$ cat src/rtl/prog_mem_responder_if.sv
// CPU memory bus plus program-loader byte stream and run control.
// master = CPU / board side, slave = memory responder.
interface prog_mem_responder_if #(
    parameter int ADDR_W = 8,
    parameter int DATA_W = 8
);
    logic [ADDR_W-1:0] mem_addr;
    logic [DATA_W-1:0] mem_din;
    logic              mem_write;
    logic [DATA_W-1:0] mem_dout;
    logic              ld_start;
    logic [ADDR_W-1:0] ld_base;
    logic [ADDR_W-1:0] ld_count;
    logic              ld_valid;
    logic [DATA_W-1:0] ld_data;
    logic              ld_ready;
    logic              ld_done;
    logic              run_go;
    logic              cpu_hold;
    logic              wr_blocked;

    modport master (
        output mem_addr, mem_din, mem_write,
        output ld_start, ld_base, ld_count,
        output ld_valid, ld_data, run_go,
        input  mem_dout, ld_ready, ld_done,
        input  cpu_hold, wr_blocked
    );

    modport slave (
        input  mem_addr, mem_din, mem_write,
        input  ld_start, ld_base, ld_count,
        input  ld_valid, ld_data, run_go,
        output mem_dout, ld_ready, ld_done,
        output cpu_hold, wr_blocked
    );
endinterface

$ cat src/rtl/prog_mem_responder.sv
// 256x8 CPU memory with a byte-stream program loader that holds
// the CPU in reset while a burst is written.
module prog_mem_responder #(
    parameter int ADDR_W = 8,
    parameter int DATA_W = 8,
    parameter int DEPTH  = 256
) (
    input logic                 clk,
    input logic                 reset,
    prog_mem_responder_if.slave bus
);
    localparam logic [1:0] S_HOLD = 2'd0;
    localparam logic [1:0] S_LOAD = 2'd1;
    localparam logic [1:0] S_RUN  = 2'd2;

    localparam logic [ADDR_W:0] FULL = (ADDR_W+1)'(DEPTH);
    localparam logic [ADDR_W:0] ONE  = (ADDR_W+1)'(1);

    logic [DATA_W-1:0] r_mem [DEPTH];
    logic [1:0]        r_state;
    logic [ADDR_W-1:0] r_ptr;
    logic [ADDR_W:0]   r_rem;
    logic              r_done;
    logic              r_wr_blocked;

    logic              w_load;
    logic              w_run;
    logic              w_accept;
    logic              w_last;
    logic              w_cpu_wr;
    logic [ADDR_W:0]   w_new_rem;

    assign w_load    = (r_state == S_LOAD);
    assign w_run     = (r_state == S_RUN);
    assign w_accept  = w_load && bus.ld_valid;
    assign w_last    = w_accept && (r_rem == ONE);
    assign w_cpu_wr  = w_run && bus.mem_write;
    assign w_new_rem = (bus.ld_count == '0) ? FULL
                                             : {1'b0, bus.ld_count};

    assign bus.mem_dout   = r_mem[bus.mem_addr];
    assign bus.ld_ready   = w_load;
    assign bus.ld_done    = r_done;
    assign bus.cpu_hold   = !w_run;
    assign bus.wr_blocked = r_wr_blocked;

    always_ff @(posedge clk) begin
        if (reset) begin
            r_state      <= S_HOLD;
            r_ptr        <= '0;
            r_rem        <= '0;
            r_done       <= 1'b0;
            r_wr_blocked <= 1'b0;
        end else begin
            r_done <= w_last;
            if (bus.mem_write && !w_run)
                r_wr_blocked <= 1'b1;
            case (r_state)
                S_HOLD, S_RUN: begin
                    // ld_start outranks run_go when both arrive together
                    if (bus.ld_start) begin
                        r_state <= S_LOAD;
                        r_ptr   <= bus.ld_base;
                        r_rem   <= w_new_rem;
                    end else if (bus.run_go && r_state == S_HOLD) begin
                        r_state <= S_RUN;
                    end
                end
                S_LOAD: begin
                    if (w_accept) begin
                        r_ptr <= r_ptr + 1'b1;
                        r_rem <= r_rem - ONE;
                        if (w_last)
                            r_state <= S_HOLD;
                    end
                end
                default: r_state <= S_HOLD;
            endcase
        end
    end

    // Loader and CPU writes are mutually exclusive by state.
    always_ff @(posedge clk) begin
        if (!reset) begin
            if (w_accept)
                r_mem[r_ptr] <= bus.ld_data;
            else if (w_cpu_wr)
                r_mem[bus.mem_addr] <= bus.mem_din;
        end
    end
endmodule
$ cat src/flat_wrapper.sv
// flat-port wrapper written by rule: the top's interface ports become plain ports
module prog_mem_responder_flat 
#(
    parameter int ADDR_W = 8,
    parameter int DATA_W = 8,
    parameter int DEPTH  = 256
)
  (clk, reset, bus_mem_addr, bus_mem_din, bus_mem_write, bus_ld_start, bus_ld_base, bus_ld_count, bus_ld_valid, bus_ld_data, bus_run_go, bus_mem_dout, bus_ld_ready, bus_ld_done, bus_cpu_hold, bus_wr_blocked);
  prog_mem_responder_if #(.ADDR_W(ADDR_W), .DATA_W(DATA_W)) bus_i ();
  input logic clk;
  input logic reset;
  input wire logic [$bits(bus_i.mem_addr)-1:0] bus_mem_addr;
  input wire logic [$bits(bus_i.mem_din)-1:0] bus_mem_din;
  input wire logic [$bits(bus_i.mem_write)-1:0] bus_mem_write;
  input wire logic [$bits(bus_i.ld_start)-1:0] bus_ld_start;
  input wire logic [$bits(bus_i.ld_base)-1:0] bus_ld_base;
  input wire logic [$bits(bus_i.ld_count)-1:0] bus_ld_count;
  input wire logic [$bits(bus_i.ld_valid)-1:0] bus_ld_valid;
  input wire logic [$bits(bus_i.ld_data)-1:0] bus_ld_data;
  input wire logic [$bits(bus_i.run_go)-1:0] bus_run_go;
  output wire logic [$bits(bus_i.mem_dout)-1:0] bus_mem_dout;
  output wire logic [$bits(bus_i.ld_ready)-1:0] bus_ld_ready;
  output wire logic [$bits(bus_i.ld_done)-1:0] bus_ld_done;
  output wire logic [$bits(bus_i.cpu_hold)-1:0] bus_cpu_hold;
  output wire logic [$bits(bus_i.wr_blocked)-1:0] bus_wr_blocked;
  assign bus_i.mem_addr = bus_mem_addr;
  assign bus_i.mem_din = bus_mem_din;
  assign bus_i.mem_write = bus_mem_write;
  assign bus_i.ld_start = bus_ld_start;
  assign bus_i.ld_base = bus_ld_base;
  assign bus_i.ld_count = bus_ld_count;
  assign bus_i.ld_valid = bus_ld_valid;
  assign bus_i.ld_data = bus_ld_data;
  assign bus_i.run_go = bus_run_go;
  assign bus_mem_dout = bus_i.mem_dout;
  assign bus_ld_ready = bus_i.ld_ready;
  assign bus_ld_done = bus_i.ld_done;
  assign bus_cpu_hold = bus_i.cpu_hold;
  assign bus_wr_blocked = bus_i.wr_blocked;
  prog_mem_responder #(.ADDR_W(ADDR_W), .DATA_W(DATA_W), .DEPTH(DEPTH)) u_core (.clk(clk), .reset(reset), .bus(bus_i));
endmodule
$ cat config.mk
export PLATFORM = sky130hd
export DESIGN_NAME = prog_mem_responder_flat
export DESIGN_NICKNAME = d
export VERILOG_FILES = /design/src/rtl/prog_mem_responder_if.sv /design/src/rtl/prog_mem_responder.sv /design/src/flat_wrapper.sv
export SDC_FILE = /design/constraint.sdc
export NUM_CORES = 2
export LEC_CHECK = 0
export CORE_MARGIN = 3
export CORE_UTILIZATION = 45
export DETAILED_ROUTE_END_ITERATION = 8
export GPL_TIMING_DRIVEN = 0
export PLACE_DENSITY = 0.61
export SYNTH_ARGS = -nofsm -noshare
export SYNTH_HDL_FRONTEND = slang
export SYNTH_SLANG_ARGS = --single-unit
$ cat constraint.sdc
create_clock -name clk -period 13.6 [get_ports clk]
set_input_delay 2.72 -clock clk [delete_from_list [all_inputs] [get_ports clk]]
set_output_delay 2.72 -clock clk [all_outputs]
set_load 0.005 [all_outputs]
==> impl_metrics.tcl <==
set metrics [dict create \
    outcome "finished, violations left" \
    violations "capacitance limit, slew limit" \
    r2r-end "u_core.r_mem[92][1]" \
    drc 0 \
    setup_tns_ps 0 \
    slowest_stage "clkbuf_1" \
    fin_crit_sh 0.873 \
    finalInstanceArea_um2 91800 \
    reg2reg_slack_ps 8580 \
    syn_area_um2 81100 \
    min_to "u_core.r_state[1]" \
    setup_viol 0 \
    dieArea_um2 185000 \
    track_usage 0.281 \
    power.internal_mw 10.4 \
    r2r_start "u_core.r_state[0]" \
    cpPeakStageDelay_ps 1180 \
    ys_seq_area_frac 0.764 \
    routedWlPerCell_um 39.3 \
    gp_congestion 0.962 \
    syn_avg_cell_area_um2 21.1 \
    async_reset_ff_frac 0 \
    period_minus_slack_ps 11880 \
    hpwlAfterDp_um 173000 \
    final_core_util 0.513 \
    setup_ws_ps 1720 \
    endpoint_kind "output pin" \
    synth-seq-cells 2069 \
    grt_pass1_vias 41433 \
    power.total_mw 13.5 \
    critPathMaxFanout 10 \
    clkPwrFrac 0.411 \
    fin_nets 4176 \
    area_growth_pct 13.2 \
    clkTransAtPathRegs_ps 60 \
    min_path_type "flip-flop to flip-flop" \
    cts_buffer_depth 3 \
    hold_violations 0 \
    final_layout_size_suffix_gt1_frac 0.230 \
    cts_resized 0 \
    vias 43448 \
    syn_nets 3889 \
    syn_inst 3840 \
    crit_type "input port to output pin" \
    drt_wl_total_um 262000 \
    ir_drop_mv 0.141 \
    drtPass1Iterations 7 \
    htree_levels 4 \
    crit_path_start_kind "input port" \
    power_per_cell_area_nw_per_um2 147 \
    synth_ff_type "edfxtp_1" \
    grt_max_degree 97 \
    pwr-share-seq 0.523 \
    cts_root_buf "clkbuf_16" \
    path_common_cell "clkdlybuf4s50_1" \
    p_comb_frac 0.065 \
    rsz0062_at_grt "false" \
    ant_nets 0 \
    io_pins 58 \
    crit_required_ps 10880 \
    yosys_warnings 0 \
    port_buffers 52 \
    place_area_um2 85300 \
    drv_slew 67 \
    grt_remaining_overflow 0 \
    clock-sinks 2069 \
    preCtsSetupSlack_ps 1960 \
    hold_depth 1 \
    cts_setup_buffers 0 \
    fin_skew_ps 27.5 \
    r2r_cells 8 \
    start_util 0.453 \
    p_sw_frac 0.227 \
    tritoncts "built" \
    clk_latency_ps 850 \
    ys_types 60 \
    cap_violations 9 \
    critPathArrivalTime_ps 9160 \
    tightestPinTransition_ps 1570 \
    crit_chain "clkdlybuf4s50_1 > buf_2 > clkbuf_1 > clkbuf_2 > mux4_2 > mux2i_1 > o21ai_0 > o22ai_1 > nor2_1 > clkdlybuf4s50_1" \
    numCtsBuffers 209 \
    p_switching_mw 3.05 \
    relSlewSlack -0.0486 \
    antenna_found_initial 19 \
    coreArea_um2 179000 \
    rows 155 \
    grt_pass1_wl_um 353000 \
    dieWidth_um 430 \
    initialDrtViolationCount 7167 \
    max_freq_ghz 0.0842 \
    p_leak_nw 28.4 \
    hp-start "u_core.r_state[0]" \
    synth_edf_count 2048 \
    postCtsHoldBufs 0 \
    die_y_um 430 \
    via_per_inst 6.52 \
]
cell usage in the layout (no fill, tap or decap), drive strengths merged, types with 17 or more instances in the layout:
cell           instances
mux4                 523
nor3                  23
mux2i                139
o221ai                40
nor2                 313
nand3                 39
a211oi                17
nand2                149
o22ai                 46
o21ai                 42
clkinv                92
clkbuf               355
buf                  160
a21oi                 43
dfxtp                 21
a22o                  19
clkdlybuf4s50         52
edfxtp              2048
critical path: cells and delay by family:
kind            cells  cell delay [ps]
compound gates      2             1250
buf+inv             5             4060
simple gates        1              530
mux                 2              530
flip-flops by register name, summed over array words and instances, names as in the netlist:
signal / flops
u_core.bus.ld_done: 1
u_core.bus.wr_blocked: 1
u_core.r_rem: 9
u_core.r_mem: 2048
u_core.r_ptr: 8
u_core.r_state: 2
Yosys cell counts (all sizes together) (5+ instances only):
master | number | area, um^2
mux2 | 7 | 78.8
o221ai | 40 | 350
mux2i | 139 | 1390
o22ai | 46 | 288
nand3b | 11 | 82.6
nand3 | 39 | 195
dfxtp | 21 | 420
buf | 136 | 1080
clkbuf | 88 | 330
nand2 | 149 | 559
o21ai | 42 | 210
a22oi | 13 | 97.6
and2 | 9 | 56.3
o211ai | 6 | 45.0
and3 | 8 | 50.1
o31ai | 8 | 65.1
a211oi | 17 | 128
inv | 5 | 18.8
nor2 | 313 | 1170
a21oi | 43 | 215
mux4 | 523 | 11800
nand2b | 14 | 87.6
nor4 | 14 | 93.8
a22o | 19 | 166
nor3 | 23 | 115
nor2b | 9 | 56.3
edfxtp | 2048 | 61500
power by group through the flow:
stage | clock network, mW | logic [mW] | registers, mW
after floorplan | 0 | 0.438 | 7.21
after global placement | 0 | 0.820 | 7.26
after detailed placement | 0 | 0.861 | 7.17
after CTS | 5.55 | 0.862 | 7.04
after global routing | 5.81 | 0.894 | 7.04
final | 5.54 | 0.879 | 7.04
through the flow:
stage / instances / hold slack [ps]
after floorplan: 3840 / 436
after global placement: 6247 / 460
after detailed placement: 6271 / 456
after CTS: 6653 / 468
after global routing: 6656 / 479
final: 6666 / 472
how the worst max path moves through the flow:
stage                     from                  end  slack, ps  cells after the start
6_report       bus_mem_addr[2]      bus_mem_dout[2]       1720                     10
3_3_place_gp             reset  u_core.r_mem[82][3]       1230                      5
3_5_place_dp   bus_mem_addr[2]      bus_mem_dout[2]       1960                     10
2_1_floorplan  bus_mem_addr[0]      bus_mem_dout[2]       6230                     10
4_1_cts        bus_mem_addr[1]      bus_mem_dout[1]       1950                     11
5_1_grt        bus_mem_addr[1]      bus_mem_dout[1]       1920                     11
logic make-up after synthesis:
kind of cell / synth area share
compound gates: 0.0231
fa+ha+maj: 0.000463
buf+inv: 0.0177
flops: 0.764
mux: 0.163
simple gates: 0.0316
metal layers:
layer	up-vias	part of all wire	track usage
met5	-	0.00019	0
met4	6	0.049	0.124
met3	533	0.13	0.0850
met2	3087	0.45	0.414
met1	23187	0.38	0.391
li1	16635	-	-
final cells by class:
| class | count | area (um^2) |
|---|---|---|
| diodes | 13 | 32.5 |
| plain buffers | 224 | 1430 |
| clock buffers | 267 | 5490 |
| clock inverters | 115 | 958 |
| fillers | 14037 | 87100 |
| inverters | 5 | 18.8 |
| multi-input cells | 1542 | 17800 |
| flip-flops and latches | 2069 | 61900 |
| well taps | 2355 | 2950 |
| repair buffers | 76 | 1170 |
No activity file was read; power rests on OpenSTA's default activity.
